==> src/rtl/btn_pkg.sv <==
// rtl/btn_pkg.sv - shared state encoding, default timing and width helper for button autorepeat
package btn_pkg;

    typedef enum logic [1:0] {
        ST_IDLE     = 2'd0,
        ST_HOLD     = 2'd1,
        ST_WAIT_REL = 2'd2
    } btn_state_t;

    localparam int DEF_INITIAL_HOLD  = 300;
    localparam int DEF_REPEAT_PERIOD = 150;
    localparam int DEF_FAST_PERIOD   = 50;
    localparam int DEF_FAST_AFTER    = 4;
    localparam int DEF_CNT_W         = 12;

    function automatic int clog2(input int v);
        int r;
        r = 0;
        for (int i = 0; i < 31; i++) begin
            if ((1 << i) < v) begin
                r = i + 1;
            end
        end
        return r;
    endfunction

endpackage

==> src/rtl/prio_first_set.sv <==
// rtl/prio_first_set.sv - combinational lowest-index-set encoder with valid flag
module prio_first_set #(
    parameter int N     = 2,
    parameter int IDX_W = 1
) (
    input  logic [N-1:0]     req,
    output logic             vld,
    output logic [IDX_W-1:0] idx
);

    // Scan high to low so the lowest set index is the last one written.
    always_comb begin
        vld = 1'b0;
        idx = '0;
        for (int i = N - 1; i >= 0; i--) begin
            if (req[i]) begin
                vld = 1'b1;
                idx = IDX_W'(i);
            end
        end
    end

endmodule

==> src/rtl/btn_autorepeat_multi.sv <==
// rtl/btn_autorepeat_multi.sv - multi-channel button autorepeat with first-press channel locking
module btn_autorepeat_multi
    import btn_pkg::*;
#(
    parameter int NUM_CH        = 2,
    parameter int INITIAL_HOLD  = DEF_INITIAL_HOLD,
    parameter int REPEAT_PERIOD = DEF_REPEAT_PERIOD,
    parameter int FAST_PERIOD   = DEF_FAST_PERIOD,
    parameter int FAST_AFTER    = DEF_FAST_AFTER,
    parameter int CNT_W         = DEF_CNT_W
) (
    input  logic              clk_100mhz,
    input  logic              rst_btn,
    input  logic              tick_1khz,
    input  logic [NUM_CH-1:0] btn_in,
    input  logic [NUM_CH-1:0] repeat_en,
    output logic [NUM_CH-1:0] pulse_out,
    output logic              busy,
    output logic [2:0]        active_ch,
    output logic              fast_mode
);

    localparam int IDX_W = (NUM_CH > 1) ? clog2(NUM_CH) : 1;
    localparam int REP_W = (FAST_AFTER > 0) ? clog2(FAST_AFTER + 1) : 1;
    localparam logic [CNT_W-1:0] H_FIRST = CNT_W'(INITIAL_HOLD);
    localparam logic [CNT_W-1:0] H_WRAP  = CNT_W'(INITIAL_HOLD + REPEAT_PERIOD);
    localparam logic [CNT_W-1:0] H_FAST  = CNT_W'(FAST_PERIOD);
    localparam logic [REP_W-1:0] REP_MAX = REP_W'(FAST_AFTER);

    btn_state_t        state;
    logic [IDX_W-1:0]  owner;
    logic [CNT_W-1:0]  h;
    logic [CNT_W-1:0]  h_inc;
    logic [REP_W-1:0]  rep;
    logic              any_vld;
    logic [IDX_W-1:0]  first_idx;
    logic [NUM_CH-1:0] others_mask;
    logic              owner_held;
    logic              rep_on;

    prio_first_set #(
        .N     (NUM_CH),
        .IDX_W (IDX_W)
    ) u_prio (
        .req (btn_in),
        .vld (any_vld),
        .idx (first_idx)
    );

    always_comb begin
        others_mask        = btn_in;
        others_mask[owner] = 1'b0;
    end

    assign owner_held = btn_in[owner];
    assign rep_on     = repeat_en[owner];
    assign h_inc      = (h == '1) ? h : h + 1'b1;

    // Slow phase keeps h within INITIAL_HOLD+REPEAT_PERIOD by rewinding one
    // period at each slow repeat point; fast phase counts from 0 per pulse.
    always_ff @(posedge clk_100mhz) begin
        if (rst_btn) begin
            state     <= ST_IDLE;
            owner     <= '0;
            h         <= '0;
            rep       <= '0;
            pulse_out <= '0;
            busy      <= 1'b0;
            active_ch <= '0;
            fast_mode <= 1'b0;
        end else begin
            pulse_out <= '0;
            if (tick_1khz) begin
                case (state)
                    ST_IDLE: begin
                        if (any_vld) begin
                            owner                <= first_idx;
                            active_ch            <= 3'(first_idx);
                            pulse_out[first_idx] <= 1'b1;
                            h                    <= '0;
                            rep                  <= '0;
                            fast_mode            <= 1'b0;
                            busy                 <= 1'b1;
                            state                <= ST_HOLD;
                        end
                    end
                    ST_HOLD: begin
                        if (!owner_held) begin
                            h         <= '0;
                            rep       <= '0;
                            fast_mode <= 1'b0;
                            if (|others_mask) begin
                                state <= ST_WAIT_REL;
                            end else begin
                                state     <= ST_IDLE;
                                busy      <= 1'b0;
                                active_ch <= '0;
                            end
                        end else if (fast_mode) begin
                            if (h_inc == H_FAST) begin
                                h <= '0;
                                if (rep_on) begin
                                    pulse_out[owner] <= 1'b1;
                                end
                            end else begin
                                h <= h_inc;
                            end
                        end else if ((h_inc == H_FIRST) || (h_inc == H_WRAP)) begin
                            if (rep_on) begin
                                pulse_out[owner] <= 1'b1;
                                if (rep != REP_MAX) begin
                                    rep <= rep + 1'b1;
                                end
                            end
                            if (rep_on && (FAST_AFTER > 0) && (rep + 1'b1 == REP_MAX)) begin
                                fast_mode <= 1'b1;
                                h         <= '0;
                            end else begin
                                h <= (h_inc == H_WRAP) ? H_FIRST : h_inc;
                            end
                        end else begin
                            h <= h_inc;
                        end
                    end
                    ST_WAIT_REL: begin
                        if (!(|btn_in)) begin
                            state     <= ST_IDLE;
                            busy      <= 1'b0;
                            active_ch <= '0;
                        end
                    end
                    default: begin
                        state <= ST_IDLE;
                        busy  <= 1'b0;
                    end
                endcase
            end
        end
    end

endmodule

==> config.mk <==
export PLATFORM = sky130hd
export DESIGN_NAME = btn_autorepeat_multi
export DESIGN_NICKNAME = d
export VERILOG_FILES = /design/src/rtl/btn_pkg.sv /design/src/rtl/prio_first_set.sv /design/src/rtl/btn_autorepeat_multi.sv
export SDC_FILE = /design/constraint.sdc
export NUM_CORES = 1
export LEC_CHECK = 0
export ABC_AREA = 1
export CAP_MARGIN = 30
export CORE_MARGIN = 2
export CORE_UTILIZATION = 60
export CTS_CLUSTER_DIAMETER = 30
export DETAILED_ROUTE_END_ITERATION = 12
export PLACE_DENSITY_LB_ADDON = 0.2
export REMOVE_ABC_BUFFERS = 1
export SLEW_MARGIN = 30
export SYNTH_ARGS = -nofsm -noshare
export SYNTH_HDL_FRONTEND = slang
export SYNTH_HIERARCHICAL = 1
export SYNTH_SLANG_ARGS = --single-unit
==> constraint.sdc <==
create_clock -name clk_100mhz -period 4.2 [get_ports clk_100mhz]
set_clock_uncertainty 0.2 [all_clocks]
set_input_delay 0.84 -clock clk_100mhz [delete_from_list [all_inputs] [get_ports clk_100mhz]]
set_output_delay 0.84 -clock clk_100mhz [all_outputs]
set_load 0.005 [all_outputs]
Word-level counts from Yosys, hierarchy flattened
Index checks and enable logic that the tools add are counted.

$add $sub $neg: 2. Bitwise gates (word level): 3. Reduce and logical (&&, ||, !) cells: 16. Mux-type cells: 55. Magnitude comparators: 4. Equal/unequal tests: 16.

Operator list (count): 12-bit 2-to-1 mux (8); 3-bit 2-to-1 mux (10); 12-bit by 9-bit == test with 1-bit output (second input constant) (2); 12-bit case mux with 2 select lines (1); 2-bit 2-to-1 mux (10); 1-bit 2-to-1 mux (18); 3-bit inequality test (second input constant) (5); 12-bit by 1-bit adder with 12-bit output (second input constant) (1); 12-bit == test (second input constant) (1); 12-bit by 6-bit == test with 1-bit output (second input constant) (1); 3-bit case mux with 3 select lines (1); 2-bit inequality test (second input constant) (4); 7-bit AND reduction (1); 2-bit case mux with 3 select lines (1); 3-bit case mux with 2 select lines (1); 3-bit AND reduction (2); 6-bit AND reduction (1); 2-bit OR reduction (3); 5-bit AND reduction (1); 1-bit by 2-bit less-than comparator with 1-bit output (second input constant) (2); 2-bit case mux with 2 select lines (1); 4-bit AND reduction (1); 3-bit by 1-bit adder with 3-bit output (second input constant) (1); 3-bit == test (second input constant) (1); 14 further kinds (18).

Output and inout port bits: 7. Word-level logic and storage cells: 104. Flip-flop bits (word level): 25. Bits of input ports: 7.

Depth between registers and ports, before layout
Gate-level depths: netlist of the first run.

Depth in word-level cells: 10. Depth in mapped cells: 16.

Hierarchy
Netlist of the first run, hierarchy kept.

Modules (own cells, without submodules): btn_autorepeat_multi (seq. area each 460.4 sq um, cells each 264, instances 1, area each 1755.4 sq um); prio_first_set (seq. area each 0.0 sq um, cells each 4, instances 1, area each 17.5 sq um).

Worst setup path before layout of the first run
OpenSTA, ideal clock, no wires.

Path type: input to register. From: in btn_in[1]. To: reg active_ch[0]. Library setup time: 119 ps. Stages on the path: 10. Slack: 1914 ps. Buffers on the path: 0. Data required time: 3881 ps. Arrival: 1966 ps. Cells stage by stage: inv_1 nand2_1 o21ai_0 nor3_1 inv_1 nor2_1 inv_1 or2_2 o21ai_0 a21oi_1.

Word-level cells in the longest chain between the ends: 4.

RTL lines: start, declared (RTL line btn_autorepeat_multi.sv:15) `input logic [NUM_CH-1:0] btn_in,`; 1-bit 2-to-1 mux (2 in series) (RTL line prio_first_set.sv:16) `if (req[i]) begin`; named net any_vld (RTL line btn_autorepeat_multi.sv:35) `logic any_vld;`; 2-bit inequality test (no line); 6-bit AND reduction (no line); end signal, assigned (RTL line btn_autorepeat_multi.sv:78) `active_ch <= 3'(first_idx);`; end, declared (RTL line btn_autorepeat_multi.sv:19) `output logic [2:0] active_ch,`.

The timed path passes the listed nets, and every way through them passes these cells. The select of a mux whose other input is x is not followed. A chain may end at the register's enable or synchronous reset.

Final worst setup path of the first run
From: in btn_in[1]. To: reg rep[1].

Word-level cells in the longest chain between the ends: 4.

RTL lines: 1-bit 2-to-1 mux (2 in series) (RTL line prio_first_set.sv:16); named net any_vld (RTL line btn_autorepeat_multi.sv:35); 2-bit inequality test (no line); 7-bit AND reduction (no line); end signal, assigned (RTL line btn_autorepeat_multi.sv:112) `rep <= rep + 1'b1;`; end, declared (RTL line btn_autorepeat_multi.sv:34) `logic [REP_W-1:0] rep;`.

The timed path passes the listed nets, and every way through them passes these cells. The select of a mux whose other input is x is not followed.

==> metrics, run 1 <==
Slew @ Worst Pin 0.725 ns; CP Class primary input to flip-flop; fin crit share 71.8%; register area share after synthesis 26.0%; final critical-path required period 3.02 ns; maximum clock insertion buffer count 2; CTS root buf clkbuf_4; Rows 19; vias per inst 5.35; CP max FO 14; core area 2780 um2; cell accounting for the most synthesized area dfxtp_1; initial drt markers 73; Lkg Pwr 0.849 nW; Synth Area in Simple Gates 43.0%; most common cell after layout, fill and taps aside nand2_1; register bit total from synthesis 23; initial antenna violation count 0; die area 3410 um2; pin count of the biggest net entering global routing 20; post-cts resize count 0; asr flop ratio synth 0%; via count 1649; synth warn 6; crit path capture rep[1]; antenna-violating nets left 0; total power 0.407 mW; hold buffer count at cts 0; Power per Cell Area 213 nW/um2; final setup TNS 0 ns; CTS Sinks 23; final WL 3560 um; Max IR drop VDD 197 uV; Initial Util 63.7%; area share of the leading cell type in the synthesized netlist 26.0%; layout cells sized above 1 10.8%; largest cells by area after synthesis dfxtp_1, nand2_1, inv_1; DRC violations left 0; Reg clk slew, reported paths 0.12 ns; multiplexer area fraction after synthesis 0%; Worst setup SP type primary input; GP Congestion 0.873; Reg-to-Reg End rep[1]; status complete, no violations; worst reg2reg path startpoint h[0]; r2r setup slk 1.54 ns; Post-Syn Instances 268; # port buffers 11; combinational family with the most area after synthesis simple AND/OR/NAND/NOR gates; Critical Path Source btn_in[1]; Setup Viol. Count Final 0; Post-CTS Setup Bufs 0; die width 58.4 um; Total GRT Usage 23.5%; RSZ-0062 raised after global routing false; Worst R2R Path Depth 14; hpwl dp 2800 um; number of global-route vias before repair 1479; post-synthesis adder-cell area fraction 5.65%; Mapped Area 1770 um2; post-synthesis xor/xnor area fraction 1.98%; Synth Flop Type dfxtp_1; Mapped Avg Cell Area 6.62 um2; Clock Latency Late Sink 0.31 ns; area growth from synthesis to layout 7.83%; CP Capture Type flip-flop; Worst Path Arrival 3.06 ns; DR pass1 iterations 4; Slew Limit Fails 0; Hold Crit Class flip-flop to flip-flop; Post-synth EDFFs 0; most frequent cells in the layout nand2_1, inv_1, nor2_1, nand3_1, dfxtp_1; CTS buffer count 3; synth unique cells 36; CTS tree built; GRT overflow 0; nets 293; maximum clock frequency 331 MHz; slew margin rel. 51.5%; I/O pin count 14; Max Cap Violations 0; Die Span Y 58.4 um; wire per inst 11.6 um; diode count 0; CP Data Required Time 4.24 ns; Compound-Gate Fraction of Synth Area 13.0%; Hold Vio Cnt, Final 0; first-pass GRT wire length 6300 um; Max H-tree Level 1
## cell usage after synthesis, types with 2 or more instances
library cell  count
nand3_4           3
nor2_1           23
clkbuf_1          4
buf_4             2
xor2_1            2
xnor2_1           2
a21oi_2           2
o21bai_1          2
dfxtp_1          23
o21ai_0           7
nand2_2           4
nand2_1          68
nand4_1           9
nand3_1          23
nor3_1            5
inv_1            36
ha_1              8
nand2_4           2
nor2_2            4
a21oi_1          20
nor2_4            4
## registers in the layout, summed over array words and instances, names as in the netlist
name / count
rep: 3
owner: 1
active_ch: 1
h: 12
pulse_out: 2
state: 2
fast_mode: 1
busy: 1
## worst max-delay path: stages
cell and delay [ns]:
clkdlybuf4s50_1 0.53, inv_1 0.08, nand2_1 0.09, o21ai_0 0.12, nor2_1 0.13, inv_1 0.21
nor2_1 0.54, inv_1 0.16, nor2_4 0.16, nand2_1 0.07, a21oi_2 0.12
## worst min-delay path by stage
stage / depth (start not counted) / end / startpoint
4_1_cts: 2 / active_ch[0] / active_ch[0]
5_1_grt: 2 / active_ch[0] / active_ch[0]
2_1_floorplan: 2 / active_ch[0] / active_ch[0]
3_5_place_dp: 2 / active_ch[0] / active_ch[0]
6_report: 2 / active_ch[0] / active_ch[0]
3_3_place_gp: 2 / active_ch[0] / active_ch[0]
## per-stage QoR
stage / hold slack [ns] / setup slack [ns] / area (um2) / utilization (%) / instances
2_1_floorplan: 0.240 / 1.75 / 1740 / - / 262
3_3_place_gp: 0.236 / 0.932 / 1880 / 67.7 / 304
3_5_place_dp: 0.240 / 0.877 / 1880 / 67.7 / 304
4_1_cts: 0.258 / 1.20 / 1910 / 68.7 / 308
5_1_grt: 0.295 / 0.979 / 1910 / 68.7 / 308
6_report: 0.255 / 1.18 / 1910 / 68.7 / 308
## final cells by class
| type | instances | area (um2) |
|---|---|---|
| fillers | 267 | 870 |
| clock buffers | 3 | 22.5 |
| repair buffers | 11 | 110 |
| inverters | 37 | 139 |
| multi-input cells | 202 | 1140 |
| well taps | 31 | 38.8 |
| flip-flops and latches | 23 | 460 |
| clock inverters | 1 | 5.00 |
## power breakdown
group	total, mW	switching [mW]	leakage, nW	internal, mW
Combinational	0.0749	0.0451	0.645	0.0298
Sequential	0.232	0.00619	0.186	0.226
Clock	0.100	0.0648	0.0177	0.0356
## cell families after synthesis
kind of cell             count (synthesis)
AND/OR/NAND/NOR                        150
buffers and inverters                   44
AO/OA/AOI/OAI                           38
flip-flops                              23
adder cells (fa/ha/maj)                  8
XOR/XNOR                                 4
other                                    1
## routing by layer
layer	part of all wire [%]	global-route usage (%)	vias up
li1	-	-	879
met1	46	32.2	713
met2	48	38.5	51
met3	4.6	1.98	6
met4	1.4	8.64	0
met5	0	0	-
No activity file was read; power rests on OpenSTA's default activity.
==> run 2: changes to the inputs <==
--- a/config.mk
+++ b/config.mk
@@ -8,7 +8,7 @@
 export ABC_AREA = 1
 export CAP_MARGIN = 30
 export CORE_MARGIN = 2
-export CORE_UTILIZATION = 60
+export CORE_UTILIZATION = 58
 export CTS_CLUSTER_DIAMETER = 30
 export DETAILED_ROUTE_END_ITERATION = 12
 export PLACE_DENSITY_LB_ADDON = 0.2
==> constraint.sdc (replaced) <==
create_clock -name clk_100mhz -period 3 [get_ports clk_100mhz]
set_clock_uncertainty 0.2 [all_clocks]
set_input_delay 0.6 -clock clk_100mhz [delete_from_list [all_inputs] [get_ports clk_100mhz]]
set_output_delay 0.6 -clock clk_100mhz [all_outputs]
set_load 0.005 [all_outputs]
==> run 2 against run 1 <==
Against the previous run:
- worst hold slack gained 0.0076 ns
- flip-flop and latch count is the same
- global-route usage shrank 0.40 points
- first-iteration DRC count grew 19%
- count of clock-buffer cells in the layout is the same
- power grew 43%
- clock power grew 46%
- largest power group unchanged
==> metrics, run 2 (synthesized netlist as in run 1, its figures left out) <==
DRC violations left 0 (unchanged); post-cts resize count 0 (unchanged); crit path max-delay cell type dfxtp_1; fin util 65.0% (-3.7 points); pin count of the biggest net entering global routing 20 (unchanged); CP max FO 19 (+5); CP Capture Type flip-flop; status complete, no violations; DP Area 1910 um2 (+1.3%); Reg-to-Reg End rep[0]; r2r setup slk 0.38 ns (-1.16 ns); final setup TNS 0 ns (unchanged); die width 59.3 um (+1.6%); Max H-tree Level 1 (unchanged); antenna-violating nets left 0 (unchanged); via count 1665 (+0.97%); Hold Crit Class flip-flop to flip-flop; hpwl dp 2890 um (+3.2%); worst reg2reg path startpoint h[0]; cell depth of the worst setup path 14 (+3); Total GRT Usage 23.1% (-0.40 points); Worst Path Arrival 2.65 ns (-0.41 ns); max reg flops 12 (unchanged); Max Cap Violations 0 (unchanged); grt met1 use 29.3% (-2.9 points); vias per inst 5.32 (-0.64%); hold buffer count at cts 0 (unchanged); crit path capture rep[0]; Largest Register h; Internal 0.412 mW (+41%); Buf/Inv on CP 0 (-4); RSZ-0062 raised after global routing false; layout cells sized above 1 11.8% (+0.96 points); Die Span Y 59.3 um (+1.6%); number of global-route vias before repair 1524 (+3.0%); max incr delay on CP 0.49 ns (-0.05 ns); CP Cell Sequence ha_1 -> nand2_2 -> nor2_8 -> nand3_4 -> o21ai_0 -> nand2_1 -> nor2_1 -> nand3_1 -> nand2_4 -> nand3_4 -> nand2_1 -> nand2_1 -> nor2_1 -> nor2_1; CTS root buf clkbuf_4; Rows 20 (+1); Post-CTS Setup Bufs 0 (unchanged); first-pass GRT wire length 6340 um (+0.67%); Max IR drop VDD 268 uV (+36%); global routing usage on met2 40.8% (+2.3 points); CTS tree built; clock power share 25.0% (+0.4 points); CP Class flip-flop to flip-flop; Hold Vio Cnt, Final 0 (unchanged); CTS Sinks 23 (unchanged); initial drt markers 87 (+19%); area growth from synthesis to layout 9.25%; GP Congestion 0.857 (-1.8%); CP delay by family, top simple AND/OR/NAND/NOR gates; most common cell after layout, fill and taps aside nand2_1; final critical-path required period 2.62 ns; nets 296 (+1.0%); GRT overflow 0 (unchanged); core area 2980 um2 (+7.1%); fin crit share 87.5%; DR pass1 iterations 4 (unchanged); Initial Util 59.5% (-4.2 points); Largest regs h: 12 flops, rep: 3 flops; Setup Viol. Count Final 0 (unchanged); sw power 0.171 mW (+47%); Worst setup SP type flip-flop; die area 3520 um2 (+3.2%); Reg clk slew, reported paths 0.13 ns (about the same); CTS buffer count 3 (unchanged); GR Util met3 2.40% (+0.42 points); maximum clock frequency 381 MHz; maximum clock insertion buffer count 2 (unchanged); Clock Latency Late Sink 0.31 ns (about the same); Slew Limit Fails 0 (unchanged); Critical Path Source h[0]; most frequent cells in the layout nand2_1, inv_1, nor2_1, nand3_1, dfxtp_1; # port buffers 11 (unchanged); Worst R2R Path Depth 14 (unchanged); Lkg Pwr 0.864 nW (+1.7%); CP Data Required Time 3.02 ns (-1.22 ns); design area 1940 um2 (+1.3%); diode count 0 (unchanged); busiest grt layer met2; part of the power in combinational logic 19.2% (+0.8 points); I/O pin count 14 (unchanged); wire per inst 11.6 um (about the same); final WL 3620 um (+1.6%); Seq pwr share 55.8% (-1.2 points); initial antenna violation count 0 (unchanged); sw frac 29.3% (+0.83 points); Power per Cell Area 301 nW/um2 (+41%); total power 0.583 mW (+43%)
run 2: final cells by class:
class                   instances  area, um2
multi-input cells             202       1140
fillers                       288       1040
flip-flops and latches         23        460
inverters                      37        139
repair buffers                 14        133
well taps                      33       41.3
clock buffers                   3       22.5
clock inverters                 1       5.00
run 2: worst min-delay path by stage:
stage | slack [ns] | startpoint | to | depth (start not counted)
floorplan | 0.24 | active_ch[0] | active_ch[0] | 2
global placement | 0.24 | active_ch[0] | active_ch[0] | 2
detailed placement | 0.25 | active_ch[0] | active_ch[0] | 2
CTS | 0.27 | active_ch[0] | active_ch[0] | 2
global route | 0.30 | active_ch[0] | active_ch[0] | 2
finish | 0.26 | active_ch[0] | active_ch[0] | 2
run 2: power groups by stage:
stage               logic (mW)  registers (mW)  clock network [mW]
finish                   0.112           0.325               0.146
global route             0.128           0.327               0.163
CTS                      0.112           0.325               0.151
detailed placement       0.111           0.332                   0
global placement         0.110           0.332                   0
floorplan               0.0653           0.331                   0
run 2: metal layers:
metal,vias up,share of wire [%]
li1,882,-
met1,758,48
met2,23,50
met3,2,2.2
met4,0,0.53
met5,-,0
run 2: through the flow:
stage	worst slack, ns	cells	hold slack [ns]
2_1_floorplan	0.746	262	0.240
3_3_place_gp	0.321	309	0.236
3_5_place_dp	0.206	309	0.254
4_1_cts	0.356	313	0.271
5_1_grt	0.185	313	0.301
6_report	0.375	313	0.263
run 2: worst register-to-register path: stages (launching register included):
cell,delay [ns]
dfxtp_1,0.49
ha_1,0.28
nand2_2,0.14
nor2_8,0.16
nand3_4,0.23
o21ai_0,0.22
nand2_1,0.08
nor2_1,0.12
nand3_1,0.14
nand2_4,0.11
nand3_4,0.08
nand2_1,0.07
nand2_1,0.08
nor2_1,0.10
nor2_1,0.05
==> patch, RTL diff (config.mk and constraints of run 2) <==
Register the output `active_ch` once more, with the module's reset; this adds one clock of latency there. The other outputs are not delayed to match.
--- a/src/rtl/btn_autorepeat_multi.sv
+++ b/src/rtl/btn_autorepeat_multi.sv
@@ -28,2 +28,4 @@
     localparam logic [REP_W-1:0] REP_MAX = REP_W'(FAST_AFTER);
+
+    logic [2:0] active_ch_s0;
 
@@ -68,3 +70,3 @@
             busy      <= 1'b0;
-            active_ch <= '0;
+            active_ch_s0 <= '0;
             fast_mode <= 1'b0;
@@ -77,3 +79,3 @@
                             owner                <= first_idx;
-                            active_ch            <= 3'(first_idx);
+                            active_ch_s0         <= 3'(first_idx);
                             pulse_out[first_idx] <= 1'b1;
@@ -96,3 +98,3 @@
                                 busy      <= 1'b0;
-                                active_ch <= '0;
+                                active_ch_s0 <= '0;
                             end
@@ -128,3 +130,3 @@
                             busy      <= 1'b0;
-                            active_ch <= '0;
+                            active_ch_s0 <= '0;
                         end
@@ -140,2 +142,10 @@
 
+    always_ff @(posedge clk_100mhz) begin
+        if (rst_btn) begin
+            active_ch <= '0;
+        end else begin
+            active_ch <= active_ch_s0;
+        end
+    end
+
 endmodule
Check against the original RTL: not equivalent (a bounded check fails within 4 cycles, from zero or initial values and one cycle with rst_btn high).
==> patch against run 2 <==
Wire length up 16%. Power increased by 18%. Cell area grew 6.7%. Highest routed layer unchanged. Sequential power increased by 4%. Non-clock buffer count is 3 higher. Final cell count increased by 13%. Worst hold slack lost 0.017 ns. Sequential share of layout area fell by 0.53 points. Sequential cell count rose by 1. Die area up 4.1%. Largest power group unchanged. Area after synthesis rose by 4.4%. Fmax shrank 2.5%. Setup slack lost 0.069 ns. Utilization rose by 2.7 points.
==> patch: results (changes against run 2) <==
status=finished clean (unchanged); Placement Cell Area=2010 um^2 (was 1910 um^2); first-pass GRT wire length=7.07 mm (was 6.34 mm); DP HPWL=3.34 mm (was 2.89 mm); initial DRC count=120 (was 87); die area=3660 um^2 (was 3520 um^2); synth unique cells=31 (was 36); CP arrival=2.71 ns (was 2.65 ns); Overall Global Routing Usage=25.0% (was 23.1%); Leak Pwr=0.831 nW (was 0.864 nW); grt met2 use=45.8% (was 40.8%); largest net degree at the start of global routing=15 (was 20); peak supply drop=234 uV (was 268 uV); Switch Pwr=0.182 mW (was 0.171 mW); xor-xnor portion of the synthesized cell area=0.947% (was 1.98%); post-DR wirelength/cell=11.8 um (was 11.6 um); Non-Clock Buffer Area Fraction=7.51% (was 6.85%); leading post-synthesis cells by cell area=dfxtp_1, nand2_1, nand3_1, a21oi_1, inv_1 (was dfxtp_1, nand2_1, inv_1, nand3_1, a21oi_1); Inverters=35 (was 37); met3 usage=2.35% (was 2.40%); worst reg2reg path depth=13 (was 14); synth cell count leaders=nand2_1, inv_1, nand3_1, nor2_1, a21oi_1 (was nand2_1, inv_1, dfxtp_1, nand3_1, nor2_1); vias in the first global route=1735 (was 1524); Final Cell Area=2070 um^2 (was 1940 um^2); max incr delay on CP=0.47 ns (was 0.49 ns); worst-skew pair later-pin latency=0.33 ns (was 0.31 ns); crit path max fanout=8 (was 19); comb_multi_in=231 (was 202); Avg Inst Size Synth=6.23 um^2 (was 6.62 um^2); met1 wire length=1.98 mm (was 1.72 mm); flop and latch count out of synthesis=24 (was 23); fillcell total=317 (was 288); Met3 Routed Length=103 um (was 79 um); Non-Filler Instances=355 (was 313); Synth top area share=26.0% (about the same); clk slew on worst S/H paths=0.15 ns (was 0.13 ns); Non-clock buffers=17 (was 14); ClkCell Share=2.54% (was 1.42%); Compound-Gate Fraction of Synth Area=13.9% (was 13.0%); DP Cell Count=351 (was 309); met1 Use GR=30.9% (was 29.3%); pre-CTS setup slack=0.224 ns (was 0.206 ns)
## patch: changes by cell type in the layout (fill, tap and decap cells not counted), sizes merged, moves of 2 or more
cell   delta
nand3     +6
buf       +3
nor2      +5
nand2    +17
xor2      -2
a31oi     +3
inv       -2
nor3      -4
nand4     -3
a21oi     +5
## patch: worst paths after layout
path                                start                      end  slack [ns]
max                     h[1]$_SDFFE_PP0P_        h[4]$_SDFFE_PP0P_        0.31
min          active_ch_s0[0]$_SDFFE_PP0P_  active_ch[0]$_SDFF_PP0_        0.25
max reg2reg             h[1]$_SDFFE_PP0P_        h[4]$_SDFFE_PP0P_        0.31
min reg2reg  active_ch_s0[0]$_SDFFE_PP0P_  active_ch[0]$_SDFF_PP0_        0.25
## patch: power groups by stage
stage	clock (mW)	sequential [mW]	combinational (mW)
5_1_grt	0.252	0.340	0.123
6_report	0.243	0.338	0.110
3_5_place_dp	0	0.345	0.108
4_1_cts	0.248	0.338	0.109
2_1_floorplan	0	0.345	0.0641
3_3_place_gp	0	0.344	0.108
